$ cat src/rtl/wide_add_pkg.sv
// -----------------------------------------------------------------------------
// wide_add_pkg
// Shared definitions for the time-shared wide adder (wide_add_seq):
//   - state_e : controller state encoding (2 bits)
//   - SLICE_W : width of the ripple-carry slice reused every cycle
//   - signed_ovf() : two's-complement overflow rule from the sign bits
// -----------------------------------------------------------------------------
package wide_add_pkg;

    localparam int SLICE_W = 4;

    typedef enum logic [1:0] {
        ST_IDLE = 2'd0,
        ST_RUN  = 2'd1,
        ST_DONE = 2'd2
    } state_e;

    // Signed overflow: both addends share a sign and the result sign differs.
    function automatic logic signed_ovf(input logic a_msb,
                                        input logic b_msb,
                                        input logic s_msb);
        return (a_msb == b_msb) && (s_msb != a_msb);
    endfunction

endpackage

$ cat src/rtl/wide_add_seq_rca_4b.sv
// -----------------------------------------------------------------------------
// rca_4b
// Combinational 4-bit ripple-carry adder slice.
// Ports:
//   a, b : SLICE_W-bit addends
//   ci   : carry in
//   s    : SLICE_W-bit sum
//   co   : carry out of the top bit
// -----------------------------------------------------------------------------
module rca_4b
    import wide_add_pkg::*;
(
    input  logic [SLICE_W-1:0] a,
    input  logic [SLICE_W-1:0] b,
    input  logic               ci,
    output logic [SLICE_W-1:0] s,
    output logic               co
);

    logic [SLICE_W:0] carry_s;

    // Bit-serial ripple: each full adder feeds its carry to the next bit.
    always_comb begin
        carry_s    = '0;
        s          = '0;
        carry_s[0] = ci;
        for (int i = 0; i < SLICE_W; i++) begin
            s[i]         = a[i] ^ b[i] ^ carry_s[i];
            carry_s[i+1] = (a[i] & b[i]) | (carry_s[i] & (a[i] ^ b[i]));
        end
        co = carry_s[SLICE_W];
    end

endmodule

$ cat src/rtl/wide_add_seq.sv
// -----------------------------------------------------------------------------
// wide_add_seq
// Multi-cycle W-bit adder that reuses one 4-bit ripple-carry slice over
// N = W/4 cycles, least-significant nibble first, chaining the carry through
// a register. Latency is N+1 cycles after accept; done pulses for one cycle.
//
// Parameters:
//   W     : operand/result width, multiple of 4 and >= 4 (default 16)
// Ports:
//   clk   : clock, rising edge
//   rst   : synchronous reset, active-high (wins over start)
//   start : request, sampled only while idle
//   a, b  : W-bit operands, captured on accept
//   cin   : carry in, captured on accept
//   sub   : subtract request, captured on accept (see macro below)
//   busy  : high while running or in the done cycle
//   done  : one-cycle completion pulse
//   sum   : W-bit result register
//   cout  : carry out of bit W-1 (1 = no borrow when subtracting)
//   ovf   : signed overflow
//
// Configuration macro WIDE_ADD_SEQ_SUB_EN:
//   defined     : sub=1 computes a - b (loads ~b, carry forced to 1, cin ignored)
//   not defined : sub is ignored; always computes a + b + cin
// -----------------------------------------------------------------------------
module wide_add_seq
    import wide_add_pkg::*;
#(
    parameter int W = 16
)
(
    input  logic         clk,
    input  logic         rst,
    input  logic         start,
    input  logic [W-1:0] a,
    input  logic [W-1:0] b,
    input  logic         cin,
    input  logic         sub,
    output logic         busy,
    output logic         done,
    output logic [W-1:0] sum,
    output logic         cout,
    output logic         ovf
);

    localparam int N     = W / SLICE_W;
    // A single-slice build still needs a one-bit counter.
    localparam int CNT_W = (N > 1) ? $clog2(N) : 1;
    localparam logic [CNT_W-1:0] LAST_IDX = CNT_W'(N - 1);

    generate
        if ((W < SLICE_W) || ((W % SLICE_W) != 0)) begin : g_bad_width
            $error("wide_add_seq: W must be a multiple of 4 and at least 4");
        end
    endgenerate

    state_e             state_r;
    state_e             state_next_s;
    logic               accept_s;
    logic               step_s;
    logic               last_s;

    logic [W-1:0]       op_a_r;
    logic [W-1:0]       op_b_r;
    logic               carry_r;
    logic [CNT_W-1:0]   cnt_r;
    logic [W-1:0]       sum_r;
    logic               cout_r;
    logic               ovf_r;
    logic               busy_r;
    logic               done_r;

    logic [W-1:0]       b_load_s;
    logic               c_load_s;
    logic [SLICE_W-1:0] slice_sum_s;
    logic               slice_co_s;
    logic [W-1:0]       sum_shift_s;

`ifdef WIDE_ADD_SEQ_SUB_EN
    // Operand B / initial carry selection: subtract is a + ~b + 1.
    always_comb begin
        b_load_s = b;
        c_load_s = cin;
        if (sub) begin
            b_load_s = ~b;
            c_load_s = 1'b1;
        end else begin
            b_load_s = b;
            c_load_s = cin;
        end
    end
`else
    logic unused_sub_s;
    assign unused_sub_s = sub;

    // Operand B / initial carry selection: add only, sub has no effect.
    always_comb begin
        b_load_s = b;
        c_load_s = cin;
    end
`endif

    rca_4b u_slice (
        .a  (op_a_r[SLICE_W-1:0]),
        .b  (op_b_r[SLICE_W-1:0]),
        .ci (carry_r),
        .s  (slice_sum_s),
        .co (slice_co_s)
    );

    // New nibble enters at the MSB end so after N cycles it sits LSB-aligned.
    generate
        if (W == SLICE_W) begin : g_one_slice
            assign sum_shift_s = slice_sum_s;
        end else begin : g_multi_slice
            assign sum_shift_s = {slice_sum_s, sum_r[W-1:SLICE_W]};
        end
    endgenerate

    // Controller state register.
    always_ff @(posedge clk) begin
        if (rst) begin
            state_r <= ST_IDLE;
        end else begin
            state_r <= state_next_s;
        end
    end

    // Next-state decode and per-cycle datapath controls.
    always_comb begin
        state_next_s = state_r;
        accept_s     = 1'b0;
        step_s       = 1'b0;
        last_s       = 1'b0;
        case (state_r)
            ST_IDLE: begin
                if (start) begin
                    accept_s     = 1'b1;
                    state_next_s = ST_RUN;
                end else begin
                    state_next_s = ST_IDLE;
                end
            end
            ST_RUN: begin
                step_s = 1'b1;
                if (cnt_r == LAST_IDX) begin
                    last_s       = 1'b1;
                    state_next_s = ST_DONE;
                end else begin
                    state_next_s = ST_RUN;
                end
            end
            ST_DONE: begin
                state_next_s = ST_IDLE;
            end
            default: begin
                state_next_s = ST_IDLE;
            end
        endcase
    end

    // Operand capture, per-slice shifting, carry chaining and result capture.
    always_ff @(posedge clk) begin
        if (rst) begin
            op_a_r  <= '0;
            op_b_r  <= '0;
            carry_r <= 1'b0;
            cnt_r   <= '0;
            sum_r   <= '0;
            cout_r  <= 1'b0;
            ovf_r   <= 1'b0;
        end else if (accept_s) begin
            op_a_r  <= a;
            op_b_r  <= b_load_s;
            carry_r <= c_load_s;
            cnt_r   <= '0;
        end else if (step_s) begin
            op_a_r  <= op_a_r >> SLICE_W;
            op_b_r  <= op_b_r >> SLICE_W;
            carry_r <= slice_co_s;
            cnt_r   <= cnt_r + CNT_W'(1);
            sum_r   <= sum_shift_s;
            // On the last slice the operand registers hold the top nibbles,
            // so their bit 3 is the sign of A and of the effective B.
            if (last_s) begin
                cout_r <= slice_co_s;
                ovf_r  <= signed_ovf(op_a_r[SLICE_W-1], op_b_r[SLICE_W-1],
                                     slice_sum_s[SLICE_W-1]);
            end
        end
    end

    // Status flags registered from the next state so they align with it.
    always_ff @(posedge clk) begin
        if (rst) begin
            busy_r <= 1'b0;
            done_r <= 1'b0;
        end else begin
            busy_r <= (state_next_s != ST_IDLE);
            done_r <= (state_next_s == ST_DONE);
        end
    end

    assign busy = busy_r;
    assign done = done_r;
    assign sum  = sum_r;
    assign cout = cout_r;
    assign ovf  = ovf_r;

endmodule

$ cat config.mk
export PLATFORM = sky130hd
export DESIGN_NAME = wide_add_seq
export DESIGN_NICKNAME = d
export VERILOG_FILES = /design/src/rtl/wide_add_pkg.sv /design/src/rtl/wide_add_seq_rca_4b.sv /design/src/rtl/wide_add_seq.sv
export SDC_FILE = /design/constraint.sdc
export NUM_CORES = 1
export LEC_CHECK = 0
export CAP_MARGIN = 30
export CORE_MARGIN = 1.5
export CORE_UTILIZATION = 55
export CTS_CLUSTER_DIAMETER = 100
export CTS_CLUSTER_SIZE = 16
export DETAILED_ROUTE_END_ITERATION = 10
export DONT_BUFFER_PORTS = 1
export PLACE_DENSITY = 0.7
export SLEW_MARGIN = 25
export SYNTH_ARGS = -nofsm -noshare
export SYNTH_HDL_FRONTEND = slang
export SYNTH_SLANG_ARGS = --single-unit
$ cat constraint.sdc
create_clock -name clk -period 6.1 [get_ports clk]
set_input_delay 0.915 -clock clk [delete_from_list [all_inputs] [get_ports clk]]
set_output_delay 0.915 -clock clk [all_outputs]
set_load 0.005 [all_outputs]
==> run summary <==
status: finished clean
global route overflow: 0
Max Slew Vio Count: 0
min-delay worst type: flop to flop
Slew HR: 54.47%
ratio of cells with drive above 1 in the final layout: 10.65%
core area: 4414 µm²
clk_lat worst skew: 330 ps
Via Count: 1915
CP Capture Type: flop
Vias/cell: 5.583
final setup violation count: 0
Synth top cells by count: dfxtp_1, a21oi_1, nor2_1
Total Routing Usage GR: 20.14%
setup_tns: 0 ps
Avg WL per Cell: 14.41 µm
Crit path buffers/inverters: 3
most frequent cell after synthesis: dfxtp_1
clock sink count: 57
Final Hold Fails: 0
most used cell, CP: fa_1
Worst Path Arrival: 2820 ps
first-pass GRT wire length: 7.893 mm
clk buf depth: 2
die height: 71.38 µm
peak supply drop: 0.1790 mV
cell taking the most area after synthesis: dfxtp_1
syn_nets: 342
initial antenna violation count: 0
FF+latch count, synth: 57
Crit path required time: 6370 ps
Post-CTS Setup Inserts: 0
CTS tree: done
GR peak layer: met2
GR Util met3: 11.11%
Post-synth top flop: dfxtp_1
die area: 5094 µm²
sequential cell area fraction in the yosys report: 44.38%
CTS buffer count: 9
Max-Cap Viols: 0
die width: 71.38 µm
Mapped Cells: 299
routing usage on met2: 31.69%
H-tree depth: 3
Nets: 331
HPWL Detailed: 3.011 mm
post-synthesis area per instance: 8.599 µm²
Post-synth ARST share: 0%
P&R area growth vs syn: 3.990%
CTS Hold Bufs: 0
top post-synthesis cells by area: dfxtp_1, a21oi_1, nand2b_1
DRC: 0
row cnt: 24
Achievable Freq: 0.3909 GHz
Setup Crit Path Kind: flop to flop
P per Cell Area: 294.9 nW/µm²
ANT nets after route: 0
slew of the pin with the lowest slew margin: 683.0 ps
Tcrit/Tclk final: 41.94%
met1 usage: 23.26%
Final Critical Period: 2558 ps
Ys Warns: 0
Crit Path Max Fanout: 2
Post-Layout Cell Count: 343
# diodes: 0
initial core utilization: 58.25%
critical path, cell by cell: fa_1 > inv_1 > fa_1 > inv_1 > fa_1 > inv_1 > fa_1 > xor2_1 > or3_1 > a21oi_1
Distinct cells, synth: 27
mapped cell area: 2571 µm²
CP startpoint kind: flop
gpl congestion: 0.7202
Reg clk slew, reported paths: 50 ps
Initial DRC Count: 63
Ports: 57
Buffers on Ports: 0
cell at the slowest stage of the critical path: fa_1
number of global-route vias before repair: 1709
Crit path max-delay family: adder cells
static leakage: 1.002 nW
maximum number of pins on one net before global-route repair: 58
post_cts resized: 0
Yosys top cell area share: 44.38%
RSZ-0062 raised after global routing: no
Final Total Pwr: 788.6 µW
Placed Cells incl. Taps: 329
Post-synth EDFFs: 0
Worst path max stage delay: 450 ps
Pre-Repair DR Iteration Count: 4
clock root buffer: clkbuf_8
post-route clock skew: 2.726 ps
final WL: 4.942 mm
[worst register-to-register path, stage by stage (launching register included)]
cell and delay, ps:
dfxtp_1 330, fa_1 410, inv_1 70, fa_1 160
inv_1 50, fa_1 350, inv_1 80, fa_1 450
xor2_1 160, or3_1 300, a21oi_1 130
[per-layer routing]
| metal | share of wire [%] | vias up |
|---|---|---|
| li1 | - | 977 |
| met1 | 44 | 884 |
| met2 | 48 | 45 |
| met3 | 7.6 | 9 |
| met4 | 1.4 | 0 |
| met5 | 0 | - |
[metrics by stage]
step / instance area (µm²) / hold WS [ps] / util (%) / worst slack [ps]
floorplan: 2571 / 448.2 / - / 3669
finish: 2674 / 463.5 / 60.57 / 3542
CTS: 2674 / 468.3 / 60.57 / 3533
global placement: 2511 / 454.4 / 56.89 / 3594
global route: 2674 / 489.5 / 60.57 / 3423
detailed placement: 2511 / 460.3 / 56.89 / 3546
[final cells by class]
cell class / instances / area [µm²]
Fill cell: 412 / 1740
Multi-Input combinational cell: 210 / 1259
Sequential cell: 57 / 1142
Clock buffer: 14 / 162.7
Tap cell: 52 / 65.06
Inverter: 8 / 30.03
Timing Repair Buffer: 2 / 15.01
[final timing paths]
kind	slack, ps	startpoint	endpoint	cells after the start
worst min register to register	460	sum[3]	sum[3]	2
worst max-delay path	3540	op_a_r[0]	ovf	10
worst max register to register	3540	op_a_r[0]	ovf	10
worst min-delay path	460	sum[3]	sum[3]	2
[cells by family (layout without fill, tap and decap cells)]
family | count (synthesis) | count (layout) | synth area share (%)
AOI/OAI and AO/OA | 59 | 59 | 13.53
DFF | 57 | 57 | 44.38
xor gates and xnor gates | 1 | 1 | 0.3407
adders and majority gates | 6 | 6 | 4.088
and+or+nand+nor | 142 | 142 | 30.22
buffers and inverters | 32 | 24 | 6.666
muxes | 2 | 2 | 0.7786
[report_power, final]
group	leakage [nW]	internal, mW	total (mW)	switching, mW
logic	0.451	0.0391	0.0842	0.0451
registers	0.469	0.396	0.409	0.0132
clock network	0.0826	0.165	0.295	0.130
total	1.00	0.600	0.789	0.188
[layout by cell type (no fill, tap or decap), drive strengths merged]
cell type  count
nor2          36
nand2         30
mux2i          2
dfxtp         57
a22oi          9
nand3b         1
a311oi         1
a211oi         6
inv            8
nor3          22
ha             2
fa             4
or3b          25
buf            2
or3            1
clkbuf        14
and2b          1
o21bai         1
nor3b          1
nand2b        25
a21oi         41
xor2           1
o21ba          1
[registers in the layout, indices dropped and copies added, names as in the netlist]
signal / flops
cnt_r: 2
carry_r: 1
sum: 16
cout: 1
done: 1
ovf: 1
op_b_r: 16
op_a_r: 16
state_r: 2
busy: 1
Power figures use the tool's default switching activity.
